$ cat config.mk
export PLATFORM = sky130hd
export DESIGN_NAME = cdb_rr_scheduler
export DESIGN_NICKNAME = d
export VERILOG_FILES = /design/src/rtl/cdb_pkg.sv /design/src/rtl/cdb_rr_pick.sv /design/src/rtl/cdb_rr_scheduler.sv
export SDC_FILE = /design/constraint.sdc
export NUM_CORES = 1
export LEC_CHECK = 0
export CAP_MARGIN = 10
export CELL_PAD_IN_SITES_DETAIL_PLACEMENT = 2
export CELL_PAD_IN_SITES_GLOBAL_PLACEMENT = 2
export CORE_MARGIN = 3
export CORE_UTILIZATION = 19
export CTS_BUF_LIST = sky130_fd_sc_hd__clkbuf_16
export DETAILED_ROUTE_END_ITERATION = 8
export GPL_TIMING_DRIVEN = 0
export PLACE_DENSITY_LB_ADDON = 0.1
export SLEW_MARGIN = 20
export SYNTH_ARGS = -nofsm -noshare
export SYNTH_HDL_FRONTEND = slang
export SYNTH_SLANG_ARGS = --single-unit
$ cat constraint.sdc
create_clock -name clk -period 6.55 [get_ports clk]
set_input_delay 0.655 -clock clk [delete_from_list [all_inputs] [get_ports clk]]
set_output_delay 0.655 -clock clk [all_outputs]
set_load 0.02 [all_outputs]
$ cat src/rtl/cdb_pkg.sv
// Shared constants, unit indices and the CDB broadcast record for the
// common-data-bus scheduler and everything that listens to it.
package cdb_pkg;

  localparam int CDB_NUM_REQ   = 5;
  localparam int CDB_PAYLOAD_W = 40;
  localparam int CDB_IDX_W     = 3;

  // Requester slots on the CDB, in their fixed-priority order.
  localparam logic [CDB_IDX_W-1:0] CDB_ALU = 3'd0;
  localparam logic [CDB_IDX_W-1:0] CDB_MUL = 3'd1;
  localparam logic [CDB_IDX_W-1:0] CDB_DIV = 3'd2;
  localparam logic [CDB_IDX_W-1:0] CDB_LS  = 3'd3;
  localparam logic [CDB_IDX_W-1:0] CDB_BR  = 3'd4;

  typedef struct packed {
    logic                     valid;
    logic [CDB_PAYLOAD_W-1:0] payload;
  } cdb_t;

  // Successor of idx in a ring of n slots.
  function automatic int unsigned cdb_next_idx(input int unsigned idx,
                                               input int unsigned n);
    return (idx + 1 >= n) ? 0 : idx + 1;
  endfunction

endpackage

$ cat src/rtl/cdb_rr_pick.sv
// Combinational rotating priority encoder: scans req upward from start,
// wrapping at NUM_REQ-1, and reports the first requester found.
module cdb_rr_pick
  import cdb_pkg::*;
#(
  parameter int NUM_REQ = CDB_NUM_REQ,
  parameter int IDX_W   = CDB_IDX_W
) (
  input  logic [NUM_REQ-1:0] req,
  input  logic [IDX_W-1:0]   start,
  output logic [NUM_REQ-1:0] gnt,
  output logic [IDX_W-1:0]   win,
  output logic               any_grant
);

  logic [IDX_W-1:0] base;

  // An out-of-range start can only come from a corrupted pointer; fall back to slot 0.
  assign base = (32'(start) < NUM_REQ) ? start : '0;

  always_comb begin
    logic [IDX_W:0]   sum;
    logic [IDX_W-1:0] idx;
    // NOTE: every output gets a default before the search loop so no path
    // through this block leaves a value unassigned, which would infer a latch.
    gnt       = '0;
    win       = '0;
    any_grant = 1'b0;
    for (int k = 0; k < NUM_REQ; k++) begin
      sum = {1'b0, base} + (IDX_W+1)'(k);
      if (sum >= (IDX_W+1)'(NUM_REQ)) begin
        sum = sum - (IDX_W+1)'(NUM_REQ);
      end
      idx = sum[IDX_W-1:0];
      if (!any_grant && req[idx]) begin
        any_grant = 1'b1;
        win       = idx;
        gnt[idx]  = 1'b1;
      end
    end
  end

endmodule

$ cat src/rtl/cdb_rr_scheduler.sv
// Common data bus scheduler: round-robin grant among the functional units and
// the registered CDB broadcast. Define CDB_FIXED_PRIORITY_EN for fixed priority.
module cdb_rr_scheduler
  import cdb_pkg::*;
#(
  parameter int NUM_REQ   = CDB_NUM_REQ,
  parameter int PAYLOAD_W = CDB_PAYLOAD_W,
  parameter int IDX_W     = CDB_IDX_W
) (
  input  logic                           clk,
  input  logic                           rst,
  input  logic [NUM_REQ-1:0]             req,
  input  logic [NUM_REQ*PAYLOAD_W-1:0]   data_in,
  input  logic                           flush,
  output logic [NUM_REQ-1:0]             gnt,
  output logic [PAYLOAD_W:0]             cdb,
  output logic [IDX_W-1:0]               cdb_src
);

  logic [IDX_W-1:0]     start_idx;
  logic [NUM_REQ-1:0]   pick_gnt;
  logic [IDX_W-1:0]     pick_win;
  logic                 pick_any;
  logic                 grant_now;
  logic [PAYLOAD_W-1:0] payload_sel;

  cdb_rr_pick #(
    .NUM_REQ (NUM_REQ),
    .IDX_W   (IDX_W)
  ) u_pick (
    .req       (req),
    .start     (start_idx),
    .gnt       (pick_gnt),
    .win       (pick_win),
    .any_grant (pick_any)
  );

  // Reset beats flush, flush beats any request.
  assign grant_now = pick_any && !rst && !flush;
  assign gnt       = grant_now ? pick_gnt : '0;

`ifdef CDB_FIXED_PRIORITY_EN
  assign start_idx = '0;
`else
  logic [IDX_W-1:0] rr_ptr;

  always_ff @(posedge clk) begin
    // NOTE: sequential state uses non-blocking assignment so every register
    // samples pre-edge values regardless of statement or block order.
    if (rst) begin
      rr_ptr <= '0;
    end else if (grant_now) begin
      rr_ptr <= IDX_W'(cdb_next_idx(32'(pick_win), NUM_REQ));
    end
  end

  assign start_idx = rr_ptr;
`endif

  always_comb begin
    payload_sel = '0;
    for (int i = 0; i < NUM_REQ; i++) begin
      if (pick_win == IDX_W'(i)) begin
        payload_sel = data_in[i*PAYLOAD_W +: PAYLOAD_W];
      end
    end
  end

  // cdb_src keeps naming the last owner across idle cycles.
  always_ff @(posedge clk) begin
    if (rst) begin
      cdb     <= '0;
      cdb_src <= '0;
    end else if (grant_now) begin
      cdb     <= {1'b1, payload_sel};
      cdb_src <= pick_win;
    end else begin
      cdb     <= '0;
    end
  end

endmodule

==> reports/metrics.cfg <==
[logic_synthesis]
ys_seq_area_share_pct = 22.5
syn-cell-area_um2 = 4190
synth_top_flop_cell = dfxtp_1
synth_seq_cells = 47
synth_cell_type_count = 65
yosys_warnings = 0
syn-num-nets = 772
syn_inst = 551
ys_async_sr_fraction_pct = 0
avgSynthCellArea_um2 = 7.60
synth_edf_count = 0

[layout]
final_nets = 1034
finalNonFillerCells = 1090
area_growth_pct = 74.5
post-route-util_pct = 34.2
drive_gt1_share_pct = 6.88

[worst_setup_path]
cp_cell_sequence = nand2b_1, buf_4, inv_1, buf_2, ha_1, clkbuf_1, nand2b_1, mux2i_1, nor2_1, and4_1, or4_1, nor4_2, or4_1, inv_1, ha_1, clkbuf_1, clkbuf_1, a22oi_1, nor2_1, a21oi_1, o221ai_1, o211a_1
worstPathRequired_ns = 6.76
start_kind = flop
critPathSlowestCell = or4_1
cp-end-kind = flop
r2r_start = rr_ptr[0]
critical_path.startpoint = rr_ptr[0]
reg2reg_slack_ns = 0.58
cp_top_family = simple AND/OR/NAND/NOR gates
cp_common_cell = clkbuf_1
critPathMaxFanout = 12
critPathMaxStageDelay_ns = 0.64
cp.arrival_ns = 6.18
critical_path_class = flop to flop
crit_buf_inv = 7

[flow_run]
drv_cap = 0

[global_routing]
overflow = 0
grt_max_degree = 17
track_usage_pct = 20.1
grt_pass1_vias = 6388
antenna_found_initial = 1
grt_pass1_wl_mm = 38.0

[sta]
setup_viol = 0
slew_headroom_pct = 58.4
finalHoldViolCount = 0
final.period_utilization_pct = 91.2
layout_min_cycle_time_ns = 5.97
clock_skew_ns = 0.00978
slew_violations = 0
grt_setup_unrepaired = false
finalSetupTns_ns = 0
worst_pin_slew_ns = 0.624
max_freq_ghz = 0.167

[floorplan]
core_um2 = 21400
die_w_um = 154
row_count = 53
dieArea_um2 = 23900
initial_core_util_pct = 19.6
io_pins = 257
die_h_um = 154

[run_status]
status = finished, final reports clean

[routing]
drc = 0
wirelength_mm = 24.8
drt.antenna.violating_nets = 0
wire_per_inst_um = 22.8
vias = 5661
first_pass_iters = 4
viasPerCell = 5.19
drtIter0Drc = 193

[clock_network]
clkSlewWorstSetupHoldPaths_ns = 0.08
cts_sinks = 47
clockBufferDepth = 2
cts_root_buffer = clkbuf_16
cts_tree = yes
insertion_delay_ns = 0.31
htreeDepth = 2
numCtsBuffers = 5

[placed_design]
numPortBuffers = 256
dp.cells = 1082
dp_hpwl_mm = 20.2
gp_congestion = 0.829

[worst_hold_path]
hp-start = cdb_src[0]
hp-class = flop to flop

[final cells by class]
cell class	instances	area [um2]
Fill cell	2446	14000
Multi-Input combinational cell	436	3000
Timing Repair Buffer	256	2560
Sequential cell	47	941
Tap cell	275	344
Buffer	55	243
Clock buffer	5	125
Clock inverter	3	46.3
Inverter	12	45.0
Antenna cell	1	2.50
[routing by layer]
layer | global-route usage, % | up-vias | share of wire [%]
met5 | 0 | - | 0
met3 | 6.55 | 24 | 8.3
met2 | 34.5 | 223 | 48
met4 | 4.63 | 0 | 1.9
li1 | - | 2659 | -
met1 | 24.6 | 2755 | 42
[placed cells by master, fill, tap and decap left out, types with 8 or more instances in the layout]
cell             synthesis  final
clkdlybuf4s50_1          0    256
clkbuf_1                33     27
o211a_1                 40     40
o221ai_1                43     43
ha_1                    13     13
a21oi_1                 49     49
inv_1                   10      9
a22oi_1                 40     40
dfxtp_1                 47     47
nor2_1                  57     56
o21ai_0                 15     15
buf_2                   15     15
nand2b_1                 9      8
nand2_1                 51     51
nand3_1                 12     12
[synthesized netlist by cell type (4+ instances only)]
| library cell | number | area [um2] |
|---|---|---|
| a21oi_1 | 49 | 245 |
| o221ai_1 | 43 | 377 |
| nand3_1 | 12 | 60.1 |
| dfxtp_1 | 47 | 941 |
| buf_2 | 15 | 75.1 |
| nor3_1 | 6 | 30.0 |
| and3b_1 | 5 | 43.8 |
| mux2i_1 | 7 | 70.1 |
| clkbuf_1 | 33 | 124 |
| o21ai_0 | 15 | 75.1 |
| ha_1 | 13 | 163 |
| or4_1 | 4 | 30.0 |
| or2_2 | 5 | 31.3 |
| a22oi_1 | 40 | 300 |
| buf_1 | 5 | 18.8 |
| nor3b_1 | 7 | 52.6 |
| inv_1 | 10 | 37.5 |
| a21o_1 | 4 | 30.0 |
| nand4_1 | 5 | 31.3 |
| nor2_1 | 57 | 214 |
| nand2b_1 | 9 | 56.3 |
| nand2_1 | 51 | 191 |
| o211a_1 | 40 | 400 |
[cells by family after synthesis]
| group | share of synthesized area [%] |
|---|---|
| flip-flops | 22.5 |
| multiplexers | 2.21 |
| buffers and inverters | 6.81 |
| AO/OA/AOI/OAI | 42.1 |
| adder cells (fa/ha/maj) | 3.88 |
| AND/OR/NAND/NOR | 22.3 |
| XOR/XNOR | 0.209 |
[metrics by stage]
step,hold slack [ns],worst slack (ns),area (um2)
6_report,0.519,0.579,7310
5_1_grt,0.552,0.00909,7310
4_1_cts,0.533,0.0254,7280
3_5_place_dp,0.515,-0.208,7100
3_3_place_gp,0.510,0.0785,7100
2_1_floorplan,0.553,1.85,4190
[sequential cells by signal, indices dropped and copies added (netlist names)]
name / count
cdb_src: 3
rr_ptr: 3
cdb: 41
[final timing paths]
kind,endpoint,cells after the start
hold / removal,cdb_src[0],2
setup reg to reg,cdb[37],22
hold reg to reg,cdb_src[0],2
setup / recovery,cdb[37],22
[repair_timing]
action | in CTS | in global routing
hold buffers | 0 | 0
setup endpoints to repair | 25 | 45
setup buffers | 0 | 0
resized for setup | 2 | 18
cloned | 0 | 0
[worst register-to-register path: stages (launching register included)]
cell and delay [ns]:
dfxtp_1 0.50, nand2b_1 0.09, buf_4 0.19, inv_1 0.13, buf_2 0.29, ha_1 0.20
clkbuf_1 0.32, nand2b_1 0.25, mux2i_1 0.29, nor2_1 0.17, and4_1 0.26, or4_1 0.65
nor4_2 0.45, or4_1 0.31, inv_1 0.10, ha_1 0.18, clkbuf_1 0.18, clkbuf_1 0.32
a22oi_1 0.29, nor2_1 0.07, a21oi_1 0.31, o221ai_1 0.19, o211a_1 0.15
Power is left out: the tool's default activity adds up to more than one toggle a clock period on the data nets, which glitch-free logic cannot reach.
==> patch: new RTL, same settings <==
Reset style: asynchronous (`rst`), changed in 2 clocked blocks.
--- a/src/rtl/cdb_rr_scheduler.sv
+++ b/src/rtl/cdb_rr_scheduler.sv
@@ -45,5 +45,5 @@
   logic [IDX_W-1:0] rr_ptr;
 
-  always_ff @(posedge clk) begin
+  always_ff @(posedge clk or posedge rst) begin
     // NOTE: sequential state uses non-blocking assignment so every register
     // samples pre-edge values regardless of statement or block order.
@@ -68,5 +68,5 @@
 
   // cdb_src keeps naming the last owner across idle cycles.
-  always_ff @(posedge clk) begin
+  always_ff @(posedge clk or posedge rst) begin
     if (rst) begin
       cdb     <= '0;
Formal check against the unedited RTL: differs if rst is asserted again (counterexample within 4 cycles, from zero or initial values and one cycle with rst high); with rst held inactive, the same outputs for 10 cycles.
==> patch against the original RTL <==
Clock skew is 0.0013 ns lower; sequential cell count unchanged; sequential share of layout area up 1.3 points; synthesized area up 22%; utilization fell by 2.7 points; wire length increased by 12%; design area grew 13%; worst setup slack lost 0.083 ns; critical endpoint is now cdb[34]; highest routed layer is now met5.
Power is left out: the tool's default activity adds up to more than one toggle a clock period on the data nets, which glitch-free logic cannot reach.
==> patch: results (changes against the original RTL) <==
Run status: finished clean
Global route overflow: 0 (unchanged)
Worst hold stages: 2 (unchanged)
Nets: 1154 (+12%)
R2R depth: 21 (-4.5%)
Via count: 6520 (+15%)
Hold Path End: cdb_src[0]
Top cells by area, synth: dfrtp_1 23%, o41ai_1 14%, nor2_1 7.2%
Vias in the first global route: 7050 (+10%)
Placed cell area: 0.00808 mm2 (+14%)
Clock Skews: 0.00851 ns (-0.00128 ns)
Initial antenna violation count: 6 (+5)
Grt met3 use: 4.51% (-2.0 points)
Post-synthesis xor/xnor area fraction: 0.662% (+0.45 points)
GR Util met1: 23.8% (-0.74 points)
WL final: 27800 um (+12%)
First-pass GRT wire length: 42500 um (+12%)
Top flop regs: cdb x41, cdb_src x3, rr_ptr x3
Seq/Total Area, Yosys: 23.1% (+0.60 points)
Syn nets: 893 (+16%)
Mux share of post-synthesis cell area: 1.42% (-0.79 points)
H-Tree Depth: 2 (unchanged)
First-pass DRT Iterations: 4 (unchanged)
Hold Slack: 0.488 ns (-0.0309 ns)
DP Worst Slack: -0.520 ns (-0.312 ns)
Global-route usage over all layers: 18.8% (-1.4 points)
Post-synthesis async set-or-reset flop share: 100% (+100 points)
Synth Area in Compound Gates: 46.3% (+4.2 points)
Reg-to-Reg End: cdb[34]
Port bufs: 256 (unchanged)
Clock transition at path regs: 0.08 ns (about the same)
Ys Warns: 0 (unchanged)
Tightest Pin Transition: 0.652 ns (+0.0277 ns)
CP max FO: 10 (-2)
Most frequent cells after synthesis: 98 x nor2_1, 80 x o41ai_1, 64 x clkbuf_1
Largest stage delay, worst path: 0.56 ns (-0.08 ns)
Slew Limit Fails: 0 (unchanged)
R2R setup slack: 0.50 ns (-0.08 ns)
Share of post-route cells with drive strength above 1: 9.95% (+3.1 points)
CTS Buf Count: 5 (unchanged)
Fill cell count: 3020 (+23%)
WP data arrival: 6.29 ns (+0.11 ns)
Hold path start: cdb_src[0]
F_max: 165 MHz (-1.4%)
Met2 Usage GRT: 32.8% (-1.7 points)
Delay-heaviest family, CP: simple AND/OR/NAND/NOR gates
Dominant synthesized flop cell: dfrtp_1
Hold WC Path Type: flop to flop
Largest net degree at the start of global routing: 48 (+31)
Detail Placement HPWL: 22500 um (+12%)
DR iter-0 viols: 295 (+53%)
Adder-cell share of the synthesized area: 2.94% (-0.94 points)
Synth cell types: 73 (+12%)
Worst r2r src: rr_ptr[1]
Gpl congestion: 0.813 (-2.0%)
Post-CTS Setup Inserts: 0 (unchanged)
CP max stage cell: a2111oi_4
patch: changes by cell type after synthesis, moves of 41 or more:
cell / delta
dfxtp_1: -47
o41ai_1: +80
dfrtp_1: +47
o221ai_1: -42
a31oi_1: +41
nor2_1: +41
patch: what timing repair did:
action | in CTS | in global routing
resized for setup | 4 | 8
pin swaps | 0 | 1
setup endpoints to repair | 40 | 40
hold buffers | 0 | 0
patch: final cells by class:
type                            count  area [um2]  area share, %
Multi-Input combinational cell    534        3570           43.2
Inverter                           13        53.8          0.650
Clock inverter                      3        20.0          0.242
Tap cell                          335         419           5.07
Sequential cell                    47        1180           14.2
Buffer                             77         342           4.13
Antenna cell                        1        2.50         0.0303
Clock buffer                        5         125           1.51
Timing Repair Buffer              256        2560           31.0
patch: how the worst max path moves through the flow:
stage	from	endpoint	depth (start not counted)
finish	rr_ptr[1]	cdb[34]	21
global route	rr_ptr[1]	cdb[19]	22
CTS	rr_ptr[1]	cdb[39]	23
detailed placement	rr_ptr[1]	cdb[39]	23
global placement	rr_ptr[1]	cdb[39]	23
floorplan	rr_ptr[2]	cdb[39]	22
patch: tightest hold or removal path, stage by stage (launching register included):
cell and delay (ns):
dfrtp_1 0.35, nand2_1 0.05, o21ai_0 0.06
patch: layer usage:
metal / share of wire, % / vias up
met2: 49 / 174
met4: 1.2 / 10
met5: 0.25 / -
met1: 44 / 3174
li1: - / 3137
met3: 5.5 / 25
patch: cell families (layout without fill, tap and decap cells):
family / count (synthesis) / in the layout
and+or+nand+nor: 204 / 204
other: 0 / 1
adders and majority gates: 12 / 12
muxes: 6 / 6
DFF: 47 / 47
xor gates and xnor gates: 3 / 3
AOI/OAI and AO/OA: 309 / 309
buffers and inverters: 92 / 354
patch: per-stage QoR:
step | util (%) | setup TNS, ns | instances
after floorplan | - | 0 | 673
after global placement | 30.8 | -10.92 | 1264
after detailed placement | 30.8 | -13.76 | 1264
after CTS | 31.5 | 0 | 1271
after global routing | 31.6 | 0 | 1271
final | 31.6 | 0 | 1271
